`src/rtl/instruction_fetch.sv`:
```
// instruction_fetch: single-outstanding fetch stage between program_counter and decode.
// Ports: clk, reset (async, active-high); pc in / pc_count out to program_counter;
//   flush in (redirect, also program_counter.load); mem_req/mem_addr/mem_gnt/
//   mem_rvalid/mem_rdata instruction bus; instr_valid/instr_ready/instr/instr_pc to decode.
module instruction_fetch #(
   parameter logic [31:0] RESET_INSTR = 32'h0000_0013
) (
   input  logic        clk,
   input  logic        reset,
   input  logic [31:0] pc,
   output logic        pc_count,
   input  logic        flush,
   output logic        mem_req,
   output logic [31:0] mem_addr,
   input  logic        mem_gnt,
   input  logic        mem_rvalid,
   input  logic [31:0] mem_rdata,
   output logic        instr_valid,
   input  logic        instr_ready,
   output logic [31:0] instr,
   output logic [31:0] instr_pc
);

   localparam logic [2:0] S_IDLE = 3'd0;
   localparam logic [2:0] S_REQ  = 3'd1;
   localparam logic [2:0] S_WAIT = 3'd2;
   localparam logic [2:0] S_HOLD = 3'd3;
   localparam logic [2:0] S_DISC = 3'd4;

   logic [2:0]  r_state;
   logic [31:0] r_fetch_pc;
   logic [31:0] r_instr;
   logic [31:0] r_instr_pc;

   logic [2:0]  w_state_nxt;
   logic        w_req;
   logic        w_grant;
   logic        w_load;
   logic        w_clear;

   // A flush suppresses the request so the reloaded pc is fetched next cycle.
   assign w_req       = (r_state == S_REQ) & ~flush;
   assign w_grant     = w_req & mem_gnt;
   assign mem_req     = w_req;
   assign mem_addr    = pc;
   assign pc_count    = w_grant;
   assign instr_valid = (r_state == S_HOLD);
   assign instr       = r_instr;
   assign instr_pc    = r_instr_pc;

   always_comb begin
      w_state_nxt = r_state;
      w_load      = 1'b0;
      w_clear     = 1'b0;
      case (r_state)
         S_IDLE: w_state_nxt = S_REQ;
         S_REQ: begin
            if (w_grant) w_state_nxt = S_WAIT;
         end
         S_WAIT: begin
            // A flush with data in hand drops it and refetches at once;
            // otherwise the stale response still has to be absorbed.
            if (flush) begin
               w_state_nxt = mem_rvalid ? S_REQ : S_DISC;
            end else if (mem_rvalid) begin
               w_state_nxt = S_HOLD;
               w_load      = 1'b1;
            end
         end
         S_HOLD: begin
            if (flush || instr_ready) begin
               w_state_nxt = S_REQ;
               w_clear     = 1'b1;
            end
         end
         S_DISC: begin
            if (mem_rvalid) w_state_nxt = S_REQ;
         end
         default: w_state_nxt = S_IDLE;
      endcase
   end

   always_ff @(posedge clk or posedge reset) begin
      if (reset) begin
         r_state    <= S_IDLE;
         r_fetch_pc <= 32'd0;
         r_instr    <= RESET_INSTR;
         r_instr_pc <= 32'd0;
      end else begin
         r_state <= w_state_nxt;
         if (w_grant) r_fetch_pc <= pc;
         if (w_load) begin
            r_instr    <= mem_rdata;
            r_instr_pc <= r_fetch_pc;
         end else if (w_clear) begin
            r_instr <= RESET_INSTR;
         end
      end
   end

endmodule

```
`config.mk`:
```
export PLATFORM = sky130hd
export DESIGN_NAME = instruction_fetch
export DESIGN_NICKNAME = d
export VERILOG_FILES = /design/src/rtl/instruction_fetch.sv
export SDC_FILE = /design/constraint.sdc
export NUM_CORES = 1
export LEC_CHECK = 0
export ABC_AREA = 1
export CORE_MARGIN = 4
export CORE_UTILIZATION = 47
export CTS_CLUSTER_DIAMETER = 40
export DETAILED_ROUTE_END_ITERATION = 10
export PLACE_DENSITY = 0.85
export SYNTH_ARGS = -nofsm -noshare
export SYNTH_HDL_FRONTEND = slang
export SYNTH_SLANG_ARGS = --single-unit
```
`constraint.sdc`:
```
create_clock -name clk -period 5.9 [get_ports clk]
set_input_delay 1.18 -clock clk [delete_from_list [all_inputs] [get_ports clk]]
set_output_delay 1.18 -clock clk [all_outputs]
set_load 0.05 [all_outputs]
```
==> results of run 1 <==
[cell families (layout without fill, tap and decap cells)]
logic type | after synthesis | count (layout) | share of synthesized area [%]
AO/OA/AOI/OAI | 99 | 99 | 13.5
buffers and inverters | 123 | 253 | 15.3
flip-flops | 99 | 99 | 57.6
AND/OR/NAND/NOR | 124 | 124 | 13.5
[routing by layer]
layer	wire length, um	track usage (%)
met5	0	0
met4	63	4.56
met3	735	5.41
met2	4510	29.5
met1	4460	24.9
[Yosys cell counts]
cell / instances / area share [%]
sky130_fd_sc_hd__a21oi_1: 2 / 0.23
sky130_fd_sc_hd__nand2_1: 65 / 5.7
sky130_fd_sc_hd__nor3_4: 1 / 0.38
sky130_fd_sc_hd__dfstp_2: 3 / 1.8
sky130_fd_sc_hd__o21ai_1: 7 / 0.81
sky130_fd_sc_hd__o21ai_2: 22 / 4.5
sky130_fd_sc_hd__inv_2: 4 / 0.35
sky130_fd_sc_hd__buf_6: 6 / 1.6
sky130_fd_sc_hd__nand2_2: 9 / 1.3
sky130_fd_sc_hd__inv_1: 64 / 5.6
sky130_fd_sc_hd__buf_2: 6 / 0.70
sky130_fd_sc_hd__nor2_1: 11 / 0.96
sky130_fd_sc_hd__nor2_2: 1 / 0.15
sky130_fd_sc_hd__o211ai_1: 1 / 0.17
sky130_fd_sc_hd__dfrtp_1: 96 / 56
sky130_fd_sc_hd__a31oi_1: 1 / 0.15
sky130_fd_sc_hd__buf_8: 1 / 0.35
sky130_fd_sc_hd__nand4_4: 1 / 0.49
sky130_fd_sc_hd__nor2_4: 2 / 0.52
sky130_fd_sc_hd__nand3_1: 32 / 3.7
sky130_fd_sc_hd__buf_4: 36 / 6.3
sky130_fd_sc_hd__nand4_1: 2 / 0.29
sky130_fd_sc_hd__o21ai_0: 66 / 7.7
sky130_fd_sc_hd__clkbuf_1: 6 / 0.52
[registers in the layout (all words and copies together), names as in the netlist]
name	count
instr	32
r_state	3
instr_pc	32
r_fetch_pc	32
[layout by cell type, fill, tap and decap left out, types with 2 or more instances in the layout]
cell | netlist | final
sky130_fd_sc_hd__clkdlybuf4s50_1 | 0 | 168
sky130_fd_sc_hd__dfrtp_1 | 96 | 96
sky130_fd_sc_hd__o21ai_0 | 66 | 66
sky130_fd_sc_hd__nand2_1 | 65 | 65
sky130_fd_sc_hd__inv_1 | 64 | 63
sky130_fd_sc_hd__nand3_1 | 32 | 32
sky130_fd_sc_hd__o21ai_2 | 22 | 23
sky130_fd_sc_hd__nor2_1 | 11 | 11
sky130_fd_sc_hd__nand2_2 | 9 | 9
sky130_fd_sc_hd__clkbuf_8 | 0 | 9
sky130_fd_sc_hd__o21ai_1 | 7 | 6
sky130_fd_sc_hd__inv_2 | 4 | 4
sky130_fd_sc_hd__clkinvlp_4 | 0 | 4
sky130_fd_sc_hd__dfstp_2 | 3 | 3
sky130_fd_sc_hd__buf_4 | 36 | 3
sky130_fd_sc_hd__nor2_4 | 2 | 2
sky130_fd_sc_hd__nand4_1 | 2 | 2
sky130_fd_sc_hd__a21oi_1 | 2 | 2
[worst register-to-register path: cells and delay by family, from the launching register on]
kind	cells	cell delay (ps)
compound gates	1	140
buf+inv	1	610
simple gates	3	1000
flops	1	490
[layout make-up]
cell class	count	share of cell area, %
Timing Repair Buffer	171	28.9
Tap cell	108	2.29
Multi-Input combinational cell	223	19.8
Sequential cell	99	42.0
Inverter	68	4.37
Clock buffer	10	2.16
Clock inverter	4	0.509
[power by group through the flow]
stage | Clock, W | Sequential, W | Combinational [W]
4_1_cts | 0.000379 | 0.00110 | 0.00165
6_report | 0.000368 | 0.00110 | 0.00163
5_1_grt | 0.000403 | 0.00113 | 0.00174
2_1_floorplan | 0 | 0.00171 | 0.000529
3_5_place_dp | 0 | 0.00111 | 0.00165
3_3_place_gp | 0 | 0.00110 | 0.00161
[path summary, 6_finish.rpt]
| path | cells past startpoint | slack, ps | end | from |
|---|---|---|---|---|
| setup / recovery | 5 | 1780 | pc_count | flush |
| hold / removal | 2 | 490 | instr_pc[8] | instr_pc[8] |
| setup reg to reg | 5 | 3510 | instr[24] | r_state[2] |
| hold reg to reg | 2 | 490 | instr_pc[8] | instr_pc[8] |
| max in group asynchronous | 3 | 3590 | instr[27] | reset |
| min in group asynchronous | 2 | 1250 | instr[25] | reset |
[stage by stage]
stage / hold WS (ps) / worst slack (ps) / std cells / power (W) / utilization [%]
global route: 513 / 1720 / 683 / 0.00328 / 67.0
finish: 491 / 1780 / 683 / 0.00310 / 67.0
floorplan: 482 / 2130 / 445 / 0.00223 / -
detailed placement: 472 / 1790 / 669 / 0.00276 / 65.2
global placement: 465 / 1810 / 669 / 0.00271 / 65.2
CTS: 495 / 1780 / 683 / 0.00313 / 67.0
==> results.md, run 1 <==
| Group | Item | Value |
|:---|:---|:---|
| grt | Global routing usage summed across all routing layers | 18.4% |
| synth | Cells after synthesis | 445 |
| drt | Via count normalized by instance count | 4.81 |
| clocking | Clock tree from TritonCTS | built |
| setup path | Worst Setup Start Kind | primary input |
| min path | Hold Path Class | reg2reg |
| cells and area | Net count of the finished layout | 642 |
| cells and area | Final design area excluding fillers | 5900 um2 |
| cells and area | Seq. cell area | 2480 um2 |
| setup path | Crit. End Element | primary output |
| synth | Mean cell area of the mapped netlist | 9.67 um2 |
| sta | Top achievable clock speed | 243 MHz |
| die | Area inside the core boundary | 8810 um2 |
| grt | Number of global-route vias before repair | 3304 |
| setup path | Kind of cell adding the most delay to the critical path | buffers and inverters |
| clocking | Hold buffer count at CTS | 0 |
| placed design | Post-placement cell area | 5740 um2 |
| setup path | Buf+Inv Stages, Crit Path | 3 |
| sta | Final-report max-slew violation count | 0 |
| cells and area | Area occupied by multi-input gates | 1170 um2 |
| synth | Library cells used by synthesis | 24 |
| pwr | Switching share of total power | 46.6% |
| pwr | Static leakage | 2.70 nW |
| setup path | Arr. time, crit path | 2940 ps |
| cells and area | Layout cells sized above 1 | 10.6% |
| pwr | Internal portion of total power | 0.00166 W |
| clocking | Maximum level of the CTS H-tree | 3 |
| job | Number of max-capacitance violations reported | 0 |
| setup path | Peak per-stage delay on the critical path | 850 ps |
| cells and area | Antenna diode count | 0 |
| pwr | Clk network pwr share | 11.9% |
| die | Die boundary height | 104 um |
| drt | Number of violations reported at the end of detailed-routing iteration 0 | 117 |
| sta | Count of endpoints failing hold in the final timing report | 0 |
| setup path | Crit-path slowest cell | sky130_fd_sc_hd__clkdlybuf4s50_1 |
| sta | Number of setup violations in the final report | 0 |
| drt | Vias | 3285 |
| drt | Final antenna-violating net count | 0 |
| die | Effective utilization at floorplan | 48.9% |
| grt | GRT overflow | 0 |
| sta | Worst slew margin | 21.4% |
| sta | Worst Max-Slew Pin Slew | 1180 ps |
| pwr | Sequential fraction of design power | 35.5% |
| synth | Sequential-to-total area share from yosys stat | 57.6% |
| clocking | Worst-case clock buffer depth | 2 |
| sta | Setup TNS | 0 ps |
| die | I/O pin count | 169 |
| cells and area | Area growth from synthesis to final layout | 37.1% |
| placed design | IO buf count | 168 |
| sta | Final worst clock skew | 12.4 ps |
| synth | Warnings, synthesis | 0 |
| clocking | Count of buffers added by post-CTS timing repair for setup | 0 |
| clocking | Post-cts sizing count | 0 |
| pwr | Power per cell area | 526 nW/um2 |
| drt | WL/cell | 14.3 um |
| setup path | Classification of the worst setup path | in2out |
| die | Number of placement rows | 34 |
| drt | First-pass iteration count of the detailed router | 6 |
| clocking | Register clock-pin slew on the reported worst setup and hold paths | 90 ps |
| setup path | List of cells traversed by the critical path | clkdlybuf4s50_1 -> nor2_4 -> nand2_2 -> inv_2 -> clkdlybuf4s50_1 |
| outcome | Outcome | finished clean |
| setup path | Most common cell type on the critical path | sky130_fd_sc_hd__clkdlybuf4s50_1 |
| sta | Final period utilization | 69.8% |
| clocking | Cts bufs inserted | 9 |
| die | Area of the die | 10800 um2 |
| drt | Post-Route WL | 9770 um |
| die | Die width | 104 um |
| pwr | Psw | 0.00144 W |
| cells and area | Filler cell count in the final layout | 677 |
| placed design | Estimated wirelength of the detail-placed design | 7200 um |
| sta | Period minus WS final | 4120 ps |
| pwr | Maximum VDD drop | 0.220 mV |
| clocking | TritonCTS sink count | 99 |
| pwr | Part of the power in combinational logic | 52.7% |
| clocking | Root Buffer | sky130_fd_sc_hd__clkbuf_8 |
| grt | Maximum number of pins on one net before global-route repair | 70 |
| sta | Setup repair after global routing missed its margin | false |
| clocking | Worst-Skew Late Latency | 340 ps |
| drt | Post-route DRC | 0 |
| placed design | Final GP Congestion | 0.777 |
| synth | Syn Std Cell Area | 4300 um2 |
| setup path | CP max FO | 7 |
| synth | Synth Register Bits | 99 |
| synth | Post-Synthesis Net Count | 515 |
| grt | Initial antenna violation count | 0 |
| grt | First-pass GRT wire length | 16400 um |
| setup path | Crit path required time | 4720 ps |
(Power assumes the default switching activity.)
==> inputs of run 2 (changes only) <==
CORE_UTILIZATION = 39   (was 47)
PLACE_DENSITY = 0.76   (was 0.85)
clock period = 3.6 ns   (was 5.9 ns; I/O delays follow)
==> results.md, run 2 (synthesis gave the netlist of run 1 again) <==
| Group | Item | Value |
|:---|:---|:---|
| outcome | Outcome | finished clean |
| setup path | Setup slack of the most critical reg-to-reg path | 1610 ps |
| setup path | Arr. time, crit path | 2310 ps |
| clocking | TritonCTS sink count | 99 |
| drt | Via count normalized by instance count | 4.60 |
| cells and area | Final design area excluding fillers | 6030 um2 |
| setup path | Worst r2r dst | r_fetch_pc[18] |
| clocking | Register clock-pin slew on the reported worst setup and hold paths | 80 ps |
| pwr | Maximum VDD drop | 0.503 mV |
| drt | Post-Route WL | 9830 um |
| clocking | Worst-case clock buffer depth | 2 |
| sta | Worst Hold Slack | 492 ps |
| die | Die width | 113 um |
| drt | WL/cell | 13.7 um |
| min path | Worst hold path cell count | 2 |
| clocking | Count of buffers added by post-CTS timing repair for setup | 0 |
| pwr | Overall power of the completed layout | 0.00517 W |
| die | Area of the die | 12800 um2 |
| grt | Maximum number of pins on one net before global-route repair | 65 |
| cells and area | Most common library cell in the layout ignoring fill and taps | sky130_fd_sc_hd__clkdlybuf4s50_1 |
| grt | Number of global-route vias before repair | 3399 |
| sta | Number of setup violations in the final report | 0 |
| job | Number of max-capacitance violations reported | 0 |
| sta | Top achievable clock speed | 330 MHz |
| setup path | Worst Setup Start Kind | primary input |
| drt | Post-route DRC | 0 |
| cells and area | Net count of the finished layout | 645 |
| sta | Setup TNS | 0 ps |
| setup path | Crit path required time | 2880 ps |
| cells and area | Commonest cells after routing, fill and taps aside | sky130_fd_sc_hd__clkdlybuf4s50_1 (167), sky130_fd_sc_hd__dfrtp_1 (96), sky130_fd_sc_hd__o21ai_0 (66) |
| placed design | Estimated wirelength of the detail-placed design | 7170 um |
| clocking | Root Buffer | sky130_fd_sc_hd__clkbuf_8 |
| drt | Final antenna-violating net count | 0 |
| cells and area | Area growth from synthesis to final layout | 40.1% |
| sta | Worst Max-Slew Pin Slew | 774 ps |
| die | I/O pin count | 169 |
| setup path | Count of cells along the worst register-to-register path | 8 |
| min path | Endpoint, Worst Hold | instr_pc[12] |
| die | Effective utilization at floorplan | 39.7% |
| grt | Initial antenna violation count | 0 |
| sta | Worst slew margin | 48.4% |
| pwr | Power per cell area | 857 nW/um2 |
| drt | Number of violations reported at the end of detailed-routing iteration 0 | 234 |
| grt | GRT overflow | 0 |
| drt | First-pass iteration count of the detailed router | 5 |
| clocking | Cts bufs inserted | 9 |
| clocking | Hold buffer count at CTS | 0 |
| cells and area | Antenna diode count | 0 |
| sta | Setup repair after global routing missed its margin | false |
| grt | First-pass GRT wire length | 16200 um |
| die | Die boundary height | 113 um |
| die | Number of placement rows | 38 |
| die | Area inside the core boundary | 10800 um2 |
| drt | Vias | 3312 |
| sta | Final period utilization | 84.2% |
| placed design | Post-placement cell area | 5840 um2 |
| sta | Count of endpoints failing hold in the final timing report | 0 |
| setup path | Source of the worst register-to-register timing path | r_state[2] |
| min path | Hold Path Class | reg2reg |
| sta | Final-report max-slew violation count | 0 |
| grt | Global routing usage summed across all routing layers | 15.7% |
| min path | Startpoint of the most critical hold path | instr_pc[12] |
| setup path | CP max FO | 7 |
| setup path | Classification of the worst setup path | in2out |
| placed design | Final GP Congestion | 0.819 |
| sta | Final worst clock skew | 8.00 ps |
| cells and area | Layout cells sized above 1 | 11.7% |
| clocking | Worst-Skew Late Latency | 360 ps |
| placed design | IO buf count | 168 |
| sta | Period minus WS final | 3030 ps |
| setup path | Crit. End Element | primary output |
| clocking | Post-cts sizing count | 0 |
| clocking | Maximum level of the CTS H-tree | 3 |
| clocking | Clock tree from TritonCTS | built |
| pwr | Static leakage | 2.76 nW |
==> run 2: cell count changes in the layout (fill, tap and decap cells not counted), sizes merged <==
cell	previous run	this run
clkinv	0	4
inv	68	69
clkdlybuf4s50	168	167
clkinvlp	4	0
buf	3	7
clkbuf	10	11
==> run 2: worst max path at each step <==
stage                     slack (ps)   from        end  cells after the start
after floorplan                  290  reset  instr[10]                      1
after global placement           610  flush    mem_req                      3
after detailed placement         570  flush    mem_req                      3
after CTS                        560  flush    mem_req                      3
after global routing             520  flush    mem_req                      3
final                            570  flush    mem_req                      3
==> run 2: metrics by stage <==
| stage | utilization (%) | setup WS (ps) | std cells |
|---|---|---|---|
| global route | 55.6 | 524 | 720 |
| detailed placement | 53.9 | 571 | 704 |
| global placement | 53.9 | 609 | 704 |
| CTS | 55.6 | 563 | 720 |
| floorplan | - | 295 | 445 |
| finish | 55.6 | 569 | 720 |
==> run 2: final cells by class <==
| cell class | instances | area [um2] |
|---|---|---|
| clock buffer | 11 | 151 |
| clock inverter | 5 | 36.3 |
| fill | 955 | 4810 |
| inverter | 68 | 258 |
| multi-input combinational | 223 | 1170 |
| sequential | 99 | 2480 |
| tap | 140 | 175 |
| timing repair buffer | 174 | 1760 |
==> run 2: worst max-delay path, stage by stage <==
cell                              delay [ps]
sky130_fd_sc_hd__clkdlybuf4s50_1         590
sky130_fd_sc_hd__nor2_4                  190
sky130_fd_sc_hd__clkdlybuf4s50_1         810
==> run 2: metal layers <==
| metal | GRT usage (%) | vias up | share of wire [%] |
|---|---|---|---|
| li1 | - | 1631 | - |
| met1 | 21.1 | 1539 | 44 |
| met2 | 23.8 | 129 | 46 |
| met3 | 4.81 | 13 | 8.2 |
| met4 | 6.57 | 0 | 1.7 |
| met5 | 0 | - | 0 |
==> run 2: power by group <==
group	switching (W)	total, W	internal (W)	leakage (nW)
clock	0.000375	0.000666	0.000292	0.0997
sequential	0.000214	0.00180	0.00159	1.27
combinational	0.00180	0.00270	0.000898	1.39
total	0.00239	0.00517	0.00278	2.76
==> inputs of run 3 (changes only) <==
clock period = 2.6 ns   (was 3.6 ns; I/O delays follow)
==> results.md, run 3 (synthesis gave the netlist of run 1 again) <==
| Group | Item | Value |
|:---|:---|:---|
| sta | Setup repair after global routing missed its margin | false |
| drt | Final antenna-violating net count | 0 |
| sta | Setup TNS | 0 ps |
| cells and area | Area growth from synthesis to final layout | 40.0% |
| die | Number of placement rows | 38 |
| sta | Worst Max-Slew Pin Slew | 539 ps |
| die | Effective utilization at floorplan | 39.7% |
| outcome | Outcome | finished clean |
| setup path | Arr. time, crit path | 1940 ps |
| clocking | Register clock-pin slew on the reported worst setup and hold paths | 100 ps |
| clocking | Hold buffer count at CTS | 0 |
| clocking | Root Buffer | sky130_fd_sc_hd__clkbuf_8 |
| placed design | Estimated wirelength of the detail-placed design | 6910 um |
| grt | Initial antenna violation count | 0 |
| drt | Via count normalized by instance count | 4.58 |
| pwr | Power per cell area | 1220 nW/um2 |
| setup path | CP max FO | 4 |
| clocking | Worst-case clock buffer depth | 2 |
| die | Die boundary height | 113 um |
| drt | Vias | 3298 |
| cells and area | Final instance count without filler cells | 720 |
| min path | Hold Path Class | reg2reg |
| sta | Final period utilization | 94.5% |
| sta | Final worst clock skew | 12.0 ps |
| grt | Maximum number of pins on one net before global-route repair | 100 |
| cells and area | Commonest cells after routing, fill and taps aside | sky130_fd_sc_hd__clkdlybuf4s50_1 (134), sky130_fd_sc_hd__dfrtp_1 (96), sky130_fd_sc_hd__o21ai_0 (66) |
| grt | GRT overflow | 0 |
| sta | Top achievable clock speed | 407 MHz |
| placed design | Final GP Congestion | 0.818 |
| die | Area inside the core boundary | 10800 um2 |
| clocking | Count of buffers added by post-CTS timing repair for setup | 0 |
| clocking | TritonCTS sink count | 99 |
| grt | Number of global-route vias before repair | 3312 |
| sta | Number of setup violations in the final report | 0 |
| sta | Final-report max-slew violation count | 0 |
| setup path | Crit. End Element | primary output |
| cells and area | Net count of the finished layout | 645 |
| cells and area | Filler cell count in the final layout | 968 |
| drt | WL/cell | 13.4 um |
| job | Number of max-capacitance violations reported | 0 |
| clocking | Post-cts sizing count | 0 |
| drt | Number of violations reported at the end of detailed-routing iteration 0 | 180 |
| clocking | Worst-Skew Late Latency | 370 ps |
| pwr | Maximum VDD drop | 0.597 mV |
| clocking | Maximum level of the CTS H-tree | 3 |
| sta | Count of endpoints failing hold in the final timing report | 0 |
| setup path | Crit path required time | 2080 ps |
| setup path | Worst Setup Start Kind | register |
| die | I/O pin count | 169 |
| placed design | Number of cells in the design after placement | 704 |
| clocking | Clock tree from TritonCTS | built |
| cells and area | Layout cells sized above 1 | 17.4% |
| pwr | Static leakage | 2.81 nW |
| cells and area | Most common library cell in the layout ignoring fill and taps | sky130_fd_sc_hd__clkdlybuf4s50_1 |
| die | Area of the die | 12800 um2 |
| grt | First-pass GRT wire length | 15900 um |
| die | Die width | 113 um |
| grt | Global routing usage summed across all routing layers | 15.4% |
| clocking | Cts bufs inserted | 9 |
| sta | Period minus WS final | 2460 ps |
| drt | First-pass iteration count of the detailed router | 4 |
| cells and area | Antenna diode count | 0 |
| placed design | IO buf count | 168 |
| drt | Post-Route WL | 9680 um |
| drt | Post-route DRC | 0 |
| setup path | Classification of the worst setup path | reg2out |
| sta | Worst slew margin | 63.9% |
## run 3: cell types whose count changed in the layout (fill, tap and decap cells not counted), sizes merged
| cell | previous run | this run |
|---|---|---|
| clkbuf | 11 | 10 |
| clkinv | 4 | 2 |
| inv | 69 | 67 |
| clkinvlp | 0 | 3 |
| clkdlybuf4s50 | 167 | 134 |
| bufinv | 0 | 2 |
| buf | 7 | 40 |
## run 3: critical path: stages, from the launching register on
cell and delay, ps:
sky130_fd_sc_hd__dfrtp_1 480, sky130_fd_sc_hd__nor3_4 260, sky130_fd_sc_hd__clkdlybuf4s50_1 840
## run 3: path summary, 6_finish.rpt
path | from | endpoint | slack, ps | cells after the start
max | r_state[2] | instr_valid | 140 | 2
min | instr_pc[2] | instr_pc[2] | 490 | 2
max reg2reg | r_state[2] | r_fetch_pc[7] | 990 | 8
min reg2reg | instr_pc[2] | instr_pc[2] | 490 | 2
max in group asynchronous | reset | instr_pc[25] | 1570 | 3
min in group asynchronous | reset | instr[15] | 640 | 3
## run 3: metrics by stage
| step | total power (W) | setup WS (ps) | hold slack (ps) | cell area, um2 | util, % |
|---|---|---|---|---|---|
| after global placement | 0.00621 | 386 | 469 | 5800 | 53.5 |
| final | 0.00734 | 144 | 494 | 6020 | 55.6 |
| after CTS | 0.00743 | 116 | 503 | 6020 | 55.6 |
| after detailed placement | 0.00631 | 392 | 477 | 5800 | 53.5 |
| after floorplan | 0.00507 | 636 | 482 | 4310 | - |
| after global routing | 0.00776 | 70.9 | 519 | 6020 | 55.6 |
## run 3: metal layers
| metal | up-vias | global-route usage (%) | share of wire [%] |
|---|---|---|---|
| met4 | 0 | 6.09 | 1.6 |
| met5 | - | 0 | 0 |
| met3 | 13 | 4.28 | 8.0 |
| met2 | 129 | 24.7 | 47 |
| li1 | 1639 | - | - |
| met1 | 1517 | 19.8 | 44 |
## run 3: report_power, final
| part | total, W | switching [W] | internal, W | leakage [nW] |
|---|---|---|---|---|
| Sequential | 0.00250 | 0.000296 | 0.00220 | 1.27 |
| Clock | 0.00110 | 0.000536 | 0.000568 | 0.108 |
| Combinational | 0.00374 | 0.00249 | 0.00126 | 1.43 |
## run 3: area by class of cell
| type | instances | area, um2 | share of cell area [%] |
|---|---|---|---|
| Clock inverter | 6 | 88.8 | 1.47 |
| Inverter | 68 | 259 | 4.30 |
| Clock buffer | 10 | 138 | 2.28 |
| Tap cell | 140 | 175 | 2.91 |
| Sequential cell | 99 | 2480 | 41.2 |
| Multi-Input combinational cell | 223 | 1170 | 19.4 |
| Timing Repair Buffer | 174 | 1720 | 28.5 |
